### src/rtl/fridge_status_tx_if.sv
// Byte-wide valid/ready link carrying status frames from the controller to the display/host side.
interface fridge_status_tx_if;
    logic [7:0] tx_data;
    logic       tx_valid;
    logic       tx_ready;

    modport master (output tx_data, output tx_valid, input tx_ready);
    modport slave  (input tx_data, input tx_valid, output tx_ready);
endinterface

### src/rtl/fridge_status_tx.sv
// Status read-back transmitter: snapshots fridge/freezer state and streams it as a 7-byte
// framed, XOR-checksummed packet on a request or a periodic auto-report tick.
module fridge_status_tx #(
    parameter int unsigned PERIOD = 1000,
    parameter logic [7:0]  HDR    = 8'hA5
) (
    input  logic                  clk,
    input  logic                  rst,
    input  logic                  start,
    input  logic [4:0]            fgt,
    input  logic [4:0]            frt,
    input  logic [4:0]            fgc,
    input  logic [4:0]            frc,
    input  logic                  fgp,
    input  logic                  frp,
    fridge_status_tx_if.master    tx,
    output logic                  busy,
    output logic                  frame_done,
    output logic [3:0]            seq
);
    typedef enum logic {IDLE, SEND} state_t;

    state_t     state_q, state_d;
    logic [2:0] idx_q, idx_d;
    logic       pending_q, pending_d;
    logic [3:0] seq_q, seq_d;
    logic       done_q, done_d;
    logic       load;
    logic       auto_tick;
    logic       trigger;

    logic [4:0] fgt_q, frt_q, fgc_q, frc_q;
    logic       fgp_q, frp_q;

    logic [7:0] frame_b [7];
    logic [7:0] xor_chain [7];

    // Free-running auto-report counter; keeps counting while a frame is in flight.
    generate
        if (PERIOD == 0) begin : g_no_auto
            assign auto_tick = 1'b0;
        end else begin : g_auto
            localparam int CW = (PERIOD > 1) ? $clog2(PERIOD) : 1;
            localparam logic [CW-1:0] LAST = CW'(PERIOD - 1);
            logic [CW-1:0] cnt_q;

            always_ff @(posedge clk or posedge rst) begin
                if (rst) begin
                    cnt_q <= '0;
                end else if (cnt_q == LAST) begin
                    cnt_q <= '0;
                end else begin
                    cnt_q <= cnt_q + 1'b1;
                end
            end

            assign auto_tick = (cnt_q == LAST);
        end
    endgenerate

    assign trigger = start | auto_tick;

    always_comb begin
        frame_b[0] = HDR;
        frame_b[1] = {3'b000, fgt_q};
        frame_b[2] = {3'b001, frt_q};
        frame_b[3] = {3'b010, fgc_q};
        frame_b[4] = {3'b011, frc_q};
        frame_b[5] = {seq_q, 2'b00, fgp_q, frp_q};
        frame_b[6] = xor_chain[6];
    end

    assign xor_chain[0] = 8'h00;
    generate
        for (genvar gi = 0; gi < 6; gi++) begin : g_csum
            assign xor_chain[gi+1] = xor_chain[gi] ^ frame_b[gi];
        end
    endgenerate

    always_comb begin
        state_d   = state_q;
        idx_d     = idx_q;
        pending_d = pending_q;
        seq_d     = seq_q;
        done_d    = 1'b0;
        load      = 1'b0;
        case (state_q)
            IDLE: begin
                if (trigger || pending_q) begin
                    load      = 1'b1;
                    state_d   = SEND;
                    idx_d     = 3'd0;
                    pending_d = 1'b0;
                end
            end
            SEND: begin
                // Triggers during a frame (including the last-byte edge) collapse into one.
                if (trigger) begin
                    pending_d = 1'b1;
                end
                if (tx.tx_ready) begin
                    if (idx_q == 3'd6) begin
                        state_d = IDLE;
                        done_d  = 1'b1;
                        seq_d   = seq_q + 4'd1;
                    end else begin
                        idx_d = idx_q + 3'd1;
                    end
                end
            end
            default: state_d = IDLE;
        endcase
    end

    always_ff @(posedge clk or posedge rst) begin
        if (rst) begin
            state_q   <= IDLE;
            idx_q     <= 3'd0;
            pending_q <= 1'b0;
            seq_q     <= 4'd0;
            done_q    <= 1'b0;
            fgt_q     <= 5'd0;
            frt_q     <= 5'd0;
            fgc_q     <= 5'd0;
            frc_q     <= 5'd0;
            fgp_q     <= 1'b0;
            frp_q     <= 1'b0;
        end else begin
            state_q   <= state_d;
            idx_q     <= idx_d;
            pending_q <= pending_d;
            seq_q     <= seq_d;
            done_q    <= done_d;
            if (load) begin
                fgt_q <= fgt;
                frt_q <= frt;
                fgc_q <= fgc;
                frc_q <= frc;
                fgp_q <= fgp;
                frp_q <= frp;
            end
        end
    end

    assign tx.tx_valid = (state_q == SEND);
    assign tx.tx_data  = (state_q == SEND) ? frame_b[idx_q] : 8'h00;
    assign busy        = (state_q == SEND);
    assign frame_done  = done_q;
    assign seq         = seq_q;
endmodule
### src/flat_wrapper.sv
// flat-port wrapper written by rule: the top's interface ports become plain ports
module fridge_status_tx_flat 
#(
    parameter int unsigned PERIOD = 1000,
    parameter logic [7:0]  HDR    = 8'hA5
)
  (clk, rst, start, fgt, frt, fgc, frc, fgp, frp, busy, frame_done, seq, tx_tx_data, tx_tx_valid, tx_tx_ready);
  fridge_status_tx_if tx_i ();
  input  logic clk;
  input  logic rst;
  input  logic start;
  input  logic [4:0] fgt;
  input  logic [4:0] frt;
  input  logic [4:0] fgc;
  input  logic [4:0] frc;
  input  logic fgp;
  input  logic frp;
  output logic busy;
  output logic frame_done;
  output logic [3:0] seq;
  output wire logic [$bits(tx_i.tx_data)-1:0] tx_tx_data;
  output wire logic [$bits(tx_i.tx_valid)-1:0] tx_tx_valid;
  input wire logic [$bits(tx_i.tx_ready)-1:0] tx_tx_ready;
  assign tx_tx_data = tx_i.tx_data;
  assign tx_tx_valid = tx_i.tx_valid;
  assign tx_i.tx_ready = tx_tx_ready;
  fridge_status_tx #(.PERIOD(PERIOD), .HDR(HDR)) u_core (.clk(clk), .rst(rst), .start(start), .fgt(fgt), .frt(frt), .fgc(fgc), .frc(frc), .fgp(fgp), .frp(frp), .tx(tx_i), .busy(busy), .frame_done(frame_done), .seq(seq));
endmodule
### config.mk
export PLATFORM = sky130hd
export DESIGN_NAME = fridge_status_tx_flat
export DESIGN_NICKNAME = d
export VERILOG_FILES = /design/src/rtl/fridge_status_tx_if.sv /design/src/rtl/fridge_status_tx.sv /design/src/flat_wrapper.sv
export SDC_FILE = /design/constraint.sdc
export NUM_CORES = 1
export LEC_CHECK = 0
export CORE_MARGIN = 3
export CORE_UTILIZATION = 40
export CTS_CLUSTER_SIZE = 14
export DETAILED_ROUTE_END_ITERATION = 16
export GPL_TIMING_DRIVEN = 0
export PLACE_DENSITY = 0.78
export REMOVE_ABC_BUFFERS = 1
export SLEW_MARGIN = 15
export SYNTH_ARGS = -nofsm -noshare
export SYNTH_HDL_FRONTEND = slang
export SYNTH_SLANG_ARGS = --single-unit
### constraint.sdc
create_clock -name clk -period 1.95 [get_ports clk]
set_input_delay 0.2925 -clock clk [delete_from_list [all_inputs] [get_ports clk]]
set_output_delay 0.2925 -clock clk [all_outputs]
set_load 0.005 [all_outputs]
# Word level (Yosys, flattened, before mapping)
# Cells that the tools add are included.
# classes
add_sub_neg	3
magnitude_cmp	1
n_eq_ne	6
muxes	20
bitwise	8
n_reduce_logical	4
# ops
cell	n
binary-select mux 8 bit (select 3 bit)	1
two-way mux 8 bit	3
bitwise XOR 8 x 7 -> 8 bit	2
adder 10 x 1 -> 10 bit (second input constant)	1
== test 10 bit (second input constant)	1
two-way mux 10 bit	1
two-way mux 1 bit	9
two-way mux 3 bit	3
bitwise XOR 8 x 6 -> 8 bit	1
bitwise XOR 8 bit	1
!= test 2 bit (second input constant)	3
case mux 3 bit (2 select lines)	1
AND reduction 3 bit	2
adder 4 x 1 -> 4 bit (second input constant)	1
>= comparator 4 bit (second input constant)	1
NOT 2 -> 4 bit	1
NOT 3 -> 4 bit	1
case mux 1 bit (2 select lines)	2
adder 3 x 1 -> 3 bit (second input constant)	1
== test 3 bit (second input constant)	1
!= test 2 x 1 -> 1 bit (second input constant)	1
AND reduction 2 bit	1
logical OR 1 bit	1
NOT 1 bit	1
bitwise OR 1 bit	1
# totals
regBits	42
inputBits	26

# Depth between registers and ports, before layout
# Gate-level depths: netlist of the first run.
# logic_depth
depth_word	9
ltp_mapped	8
mapped_depth_nobuf	6

# Worst setup path before layout of the first run
# Ideal clock, no wire load.
# synth_timing
kind	reg-to-reg
from	register u_core.g_auto.cnt_q[0]
to	register u_core.fgc_q[4]
setup_time_ps	125
arrival_time_ps	1879
path_slack_ps	-54
stages_incl_launch_ff	9
path_buffers	2
synth_period_minus_slack_ps	2004
cell_sequence	dfrtp_1 ha_1 nand2_1 nor4_4 or3_1 and2_4 buf_8 buf_12 mux2_4
# synth_via
elab_chain_cells	5
# synth_lines
item	line	text
start, declared	fridge_status_tx.sv:45	logic [CW-1:0] cnt_q;
start signal, assigned	fridge_status_tx.sv:53	cnt_q <= cnt_q + 1'b1;
== test 10 bit	fridge_status_tx.sv:57	assign auto_tick = (cnt_q == LAST);
bitwise OR 1 bit	fridge_status_tx.sv:61	assign trigger = start | auto_tick;
logical OR 1 bit	fridge_status_tx.sv:89	if (trigger || pending_q) begin
two-way mux 1 bit	fridge_status_tx.sv:89	
two-way mux 1 bit	fridge_status_tx.sv:87	case (state_q)
end signal, assigned	fridge_status_tx.sv:137	fgc_q <= fgc;
end, declared	fridge_status_tx.sv:32	logic [4:0] fgt_q, frt_q, fgc_q, frc_q;
# No other way between the ends.
# A chain may end at the register's enable or synchronous reset.

# Worst setup path in the final report of the first run
# layout_timing
from	register u_core.idx_q[1]
to	output tx_tx_data[1]
# layout_via
elab_chain_cells	5
# layout_lines
item	line	text
start, declared	fridge_status_tx.sv:24	logic [2:0] idx_q, idx_d;
start signal, assigned	fridge_status_tx.sv:130	idx_q <= idx_d;
NOT 3 -> 4 bit (implied by the code)	fridge_status_tx.sv:146	assign tx.tx_data = (state_q == SEND) ? frame_b[idx_q] : 8'h00;
binary-select mux 8 bit (select 3 bit)	fridge_status_tx.sv:146	
two-way mux 8 bit (implied by the code) (2 in series)	fridge_status_tx.sv:146	
two-way mux 8 bit	fridge_status_tx.sv:146	
end, declared	flat_wrapper.sv:21	output wire logic [$bits(tx_i.tx_data)-1:0] tx_tx_data;
# No other way between the ends. The select of a mux whose other input is x is not followed.

==> results.cfg, run 1 <==
[power]
power.leakage_uw = 0.001454
vdd_ir_drop_max_uv = 1020
power.density_cell_area_mw_per_mm2 = 1610
totalPowerFinal_uw = 5297

[synth]
prevailing_post_synth_register_cell = dfrtp_1
syn_inst = 210
yosys.area_share.xor_xnor_pct = 9.218
synthesis.area_per_instance_um2 = 11.12
synthAdderAreaFrac_pct = 2.680
compound_gate_fraction_of_synth_area_pct = 8.467
ys_top_cells_by_area = dfrtp_1 (45%), mux2_4 (6.4%), xnor2_1 (5.3%)
yosys.cell_count.top_type = dfrtp_1
synth.cell_area_mm2 = 0.002335
synth.area.mux_share_pct = 16.29
yosysSeqAreaShare_pct = 45.02
yosys.cell_types.count = 44
ys.warnings.count = 0
synth_top_cell_by_area = dfrtp_1
yosys.area_share.simple_pct = 12.49
number_of_enable_flip_flop_cells_after_synthesis = 0
synth.ff_latch_count = 42
synth.top_cell.area_share_pct = 45.02
synth.cells.most_frequent = dfrtp_1 (42), nor2_1 (19), nand2_1 (15), xnor2_1 (14), mux2_4 (10)
synth_top_family_by_area = multiplexers
asyncSetResetFlopFracSynth_pct = 100.0

[place]
placed_cell_area_mm2 = 0.002743
gp_routability_congestion = 0.7906
place_inst = 309
io_buffer_count = 40
place.detailed.hpwl_um = 3200
dpl_worst_slack_ns = -0.7300

[route]
post-route-drc-count = 0
ant_nets = 0
via_count = 1874
firstDrtPassIters = 5
route.final.wire_length_um = 5800
drt-vias-per-instance = 5.401
number_of_drc_markers_in_iteration_0 = 85
routedWlPerCell_um = 16.71

[die]
floorplan.die.width_um = 82.40
core_area_mm2 = 0.005574
top_level_ports = 41
full_die_area_mm2 = 0.006790
initial_utilization_pct = 41.89
fp_rows = 27
vertical_die_dimension_um = 82.40

[timing]
worst_clock_skew_ns = 0.005037
min_period_over_period_pct = 107.2
grt_setup_unrepaired = yes
fin_max_slew_vios = 0
max_freq_mhz = 478.6
slew-limit-headroom_pct = 70.82
postLayoutSetupSlackWorst_ns = -0.1396
clock_period_minus_worst_slack_ns = 2.090
final-setup-viol-count = 6
hold_viol_final = 0
fin_hold_ws_ns = 0.3064
tightestPinTransition_ns = 0.4371

[grt]
met1_usage_pct = 22.67
grt_start_max_net_pins = 25
number_of_global_route_vias_before_repair = 1876
globalRoute.busiestLayer = met2
grt.met3_usage_pct = 3.362
grt.met2_usage_pct = 29.41
grt_use_total_pct = 17.89
antenna_found_initial = 0
grt_first_pass_wirelength_um = 9094
grt.overflow.total = 0

[run_status]
failing_checks = setup timing
outcome = finished, violations left

[critical_path]
cp_data_arrival_time_ns = 1.80
critPathMaxFanout = 6
worst_ep_required_time_ns = 1.66
timing.critical_path.from_type = register
worst-setup-path-type = register to output pin
critical_path.n_buffers_inverters = 3
path_cells = buf_8, buf_6, mux2_4, a221oi_2, a311oi_2, buf_2
setup.worst_path.start = u_core.idx_q[1]$_DFFE_PP0P_
r2r-start = u_core.g_auto.cnt_q[0]$_DFF_PP0_
critPathCaptureType = output pin
timing.critical_path.max_delay_family = flip-flops
cpPeakStageDelay_ns = 0.46
crit_slowest_cell = dfrtp_2

[clock_network]
clock_latency_ns = 0.30
cts.sinks = 42
tritoncts.num_buffers = 5
cts_tree = built
path_clk_slew_ns = 0.08
cts-root-to-sink-buffers = 2
clock-root-buffer = clkbuf_8
htreeDepth = 2

[finish]
fraction_of_layout_instances_using_a_drive_strength_above_1_pct = 39.27
nets = 305
final_design_area_no_fill_mm2 = 0.003289
layout.cells.non_filler = 347
flow.area_growth_from_synthesis_pct = 40.89
antennaDiodeCount = 0

[job]
drv.max_cap_violation_count = 0

[min_path]
min_path_type = input port to async pin
-- stage by stage --
stage               setup TNS (ns)  util, %
detailed placement          -10.56    49.20
floorplan                  -0.3494        -
finish                     -0.3375    59.01
global placement            -18.26    48.71
global route                -1.047    59.01
CTS                        -0.2928    56.50
-- layout by cell type (no fill, tap or decap), drive strengths merged, types with 2 or more instances in the layout --
cell type      Yosys  final
mux2i              5      5
xor2               8      8
dfrtp             42     42
xnor2             14     14
nor2              19     19
ha                 5      5
o21ai              9      9
clkdlybuf4s50      0     32
nand4              4      4
and2               2      5
nand2             15     15
o41ai              2      2
buf                8     35
nor3               4      4
nand3              7      7
mux2              26     26
o22ai              2      2
nor4               2      2
clkinvlp           0      2
a31oi              2      2
a21oi              4      4
inv                5      5
clkbuf             6      5
clkinv             2      3
a221oi             2      2
a211oi             2      2
-- what timing repair did --
action	4_1_cts	5_1_grt
hold buffers	0	0
gates cloned	4	0
resized for setup	71	28
pin swaps	17	10
setup endpoints to repair	33	24
setup buffers	25	2
-- where the power goes --
part | total (µW) | leakage, µW | internal (µW) | switching (µW)
clock | 678 | 0.0000579 | 377 | 302
combinational | 3030 | 0.000894 | 1740 | 1290
sequential | 1580 | 0.000502 | 1200 | 385
-- metal layers --
layer  vias to the layer above  wire [µm]
met3                        19        343
met5                         -          0
met4                         0        186
met2                        73       2946
met1                       910       2324
li1                        872          -
-- kinds of logic (layout without fill, tap and decap cells) --
group,Yosys count,in the layout
adders and majority gates,5,5
xor gates and xnor gates,23,23
buffers and inverters,21,83
muxes,31,31
and+or+nand+nor,58,61
AOI/OAI and AO/OA,30,30
DFF,42,42
-- state kept, by name, indices dropped and copies added, names as in the netlist, 3 cells and up --
register / cells
u_core.g_auto.cnt_q: 10
u_core.fgc_q: 5
u_core.fgt_q: 5
u_core.frc_q: 5
u_core.frt_q: 5
u_core.seq: 4
u_core.idx_q: 3
-- worst reg2reg max path: cells and delay by family, from the launching register on --
kind	cells	cell delay, ns
simple gates	4	0.85
fa+ha+maj	1	0.18
flops	1	0.40
mux	1	0.33
-- worst paths after layout --
path	to	slack [ns]	depth (start not counted)
setup reg to reg	u_core.fgc_q[2]$_DFFE_PP0P_	0.10	6
max in group asynchronous	u_core.idx_q[2]$_DFFE_PP0P_	1.17	3
hold / removal	u_core.g_auto.cnt_q[4]$_DFF_PP0_	0.31	2
min in group clk	u_core.g_auto.cnt_q[9]$_DFF_PP0_	0.50	1
hold reg to reg	u_core.g_auto.cnt_q[9]$_DFF_PP0_	0.50	1
setup / recovery	tx_tx_data[1]	-0.14	6
-- final cells by class --
type,count,area [µm²]
clock buffers,5,68.82
clock inverters,3,40.04
fillers,451,2285
inverters,7,33.78
multi-input cells,150,1388
flip-flops and latches,42,1059
well taps,72,90.09
repair buffers,67,603.1
repair inverters,1,7.507
Note: power is estimated with default switching activity, not from simulation.
==> run 2, diff against run 1 <==
--- a/config.mk
+++ b/config.mk
@@ -5,7 +5,6 @@
 export SDC_FILE = /design/constraint.sdc
 export NUM_CORES = 1
 export LEC_CHECK = 0
-export CORE_MARGIN = 3
 export CORE_UTILIZATION = 40
 export CTS_CLUSTER_SIZE = 14
 export DETAILED_ROUTE_END_ITERATION = 16
==> run 2 against run 1 <==
Against the previous run:
- sequential power barely moved
- sequential share of layout area grew 0.65 points
- critical path type unchanged
- register-to-register slack barely moved
- the run still ends with setup timing left
- first-iteration DRC count up 28%
- clock skew barely moved
- design area down 1.9%
==> results.cfg, run 2 (synthesis gave the netlist of run 1 again) <==
[finish]
largest_register_ffs = 10
nets = 305
max_flop_register = u_core.g_auto.cnt_q
flow.area_growth_from_synthesis_pct = 38.26
antennaDiodeCount = 0
layout.cells.non_filler = 347
postLayoutCoreUtil_pct = 57.91
fillers = 465
fraction_of_layout_instances_using_a_drive_strength_above_1_pct = 38.55
most-common-layout-cells = dfrtp_1 (35), clkdlybuf4s50_1 (32), buf_4 (24)
mostFrequentLayoutCell = dfrtp_1

[critical_path]
cpPeakStageDelay_ns = 0.41
critPathCaptureType = output pin
timing.critical_path.max_delay_family = buffers and inverters
r2r_cells = 5
path_common_cell = buf_4
timing.critical_path.from_type = register
worst_ep_required_time_ns = 1.66
crit_slowest_cell = dfrtp_2
cp_data_arrival_time_ns = 1.83
critPathMaxFanout = 4
path_cells = clkinvlp_4, buf_4, buf_4, nor2_2, xor2_1, nand3_1, a21oi_2, buf_2
worst-setup-path-type = register to output pin
r2r-start = u_core.g_auto.cnt_q[6]$_DFF_PP0_
setup.reg_to_reg.worst_slack_ns = 0.09
worstReg2RegEnd = u_core.fgc_q[2]$_DFFE_PP0P_
critical_path.n_buffers_inverters = 4

[place]
gp_routability_congestion = 0.7591
place.detailed.hpwl_um = 3145
dpl_worst_slack_ns = -0.7798
place_inst = 309
io_buffer_count = 40

[timing]
max_freq_mhz = 470.6
tightestPinTransition_ns = 0.3824
grt_setup_unrepaired = yes
hold_viol_final = 0
fin_max_slew_vios = 0
final-setup-viol-count = 7
worst_clock_skew_ns = 0.005123
fin_hold_ws_ns = 0.2962
min_period_over_period_pct = 109.0
slew-limit-headroom_pct = 74.47
clock_period_minus_worst_slack_ns = 2.125
postLayoutSetupSlackWorst_ns = -0.1749
finalSetupTns_ns = -0.6286

[grt]
number_of_global_route_vias_before_repair = 1784
grt_first_pass_wirelength_um = 8852
antenna_found_initial = 0
grt.overflow.total = 0
grt_start_max_net_pins = 27
grt_use_total_pct = 18.58

[die]
fp_rows = 27
full_die_area_mm2 = 0.006147
vertical_die_dimension_um = 78.40
core_area_mm2 = 0.005574
initial_utilization_pct = 41.89
floorplan.die.width_um = 78.40
top_level_ports = 41

[clock_network]
cts.sinks = 42
cts_tree = built
tritoncts.num_buffers = 5
path_clk_slew_ns = 0.08
cts_hold_buf = 0
clock_latency_ns = 0.29
htreeDepth = 2
clock-root-buffer = clkbuf_8
cts-root-to-sink-buffers = 2

[route]
firstDrtPassIters = 5
post-route-drc-count = 0
route.final.wire_length_um = 5633
via_count = 1809
drt-vias-per-instance = 5.213
number_of_drc_markers_in_iteration_0 = 109
routedWlPerCell_um = 16.23
ant_nets = 0

[power]
power.density_cell_area_mw_per_mm2 = 1612
vdd_ir_drop_max_uv = 949.4
power.leakage_uw = 0.001402

[run_status]
outcome = finished, violations left
failing_checks = setup timing

[job]
drv.max_cap_violation_count = 0

[min_path]
min_path_type = input port to async pin
run 2: how the worst max path moves through the flow:
stage / startpoint / end / cells after the start / slack, ns
final: u_core.idx_q[1]$_DFFE_PP0P_ / tx_tx_data[3] / 8 / -0.17
after global routing: u_core.fgt_q[1]$_DFFE_PP0P_ / tx_tx_data[1] / 6 / -0.24
after CTS: u_core.idx_q[1]$_DFFE_PP0P_ / tx_tx_data[5] / 7 / -0.08
after detailed placement: u_core.idx_q[1]$_DFFE_PP0P_ / tx_tx_data[1] / 5 / -0.78
after global placement: u_core.idx_q[1]$_DFFE_PP0P_ / tx_tx_data[1] / 5 / -0.71
after floorplan: u_core.g_auto.cnt_q[0]$_DFF_PP0_ / u_core.fgc_q[0]$_DFFE_PP0P_ / 6 / -0.04
run 2: per-layer routing:
metal  GRT usage [%]  vias to the layer above  routed length (µm)
li1                -                      865                   -
met1           24.26                      866                2378
met2           31.40                       68                2877
met3           3.256                       10                 269
met4           5.556                        0                 108
met5               0                        -                   0
run 2: final cells by class:
cell class | count | area, µm² | share of cell area, %
inverters | 7 | 36.28 | 1.124
multi-input cells | 148 | 1329 | 41.16
clock buffers | 7 | 86.33 | 2.674
clock inverters | 1 | 5.005 | 0.1550
flip-flops and latches | 42 | 1060 | 32.83
repair buffers | 70 | 621.8 | 19.26
well taps | 72 | 90.09 | 2.791
run 2: report_power, final:
group | internal (µW) | switching, µW | total, µW | leakage (µW)
logic | 1740 | 1320 | 3060 | 0.000853
clock network | 286 | 283 | 569 | 0.0000482
registers | 1200 | 376 | 1580 | 0.000500
total | 3230 | 1980 | 5200 | 0.00140
run 2: worst reg2reg max path, stage by stage (launching register included):
cell and delay (ns):
dfrtp_1 0.42, nand4_2 0.18, nor4_4 0.32, or3_4 0.20, and2_4 0.27, mux2_2 0.37
run 2: per-stage QoR:
step                power (µW)  instance area, µm²
floorplan                 2914                2225
global placement          3640                2715
CTS                       4726                3072
finish                    5204                3228
global route              5502                3228
detailed placement        3728                2735
run 2: repair_timing:
item,CTS,global route
buffers inserted,20,10
setup endpoints to repair,33,30
gates resized for setup,63,24
cloned,1,0
pin swaps,20,19
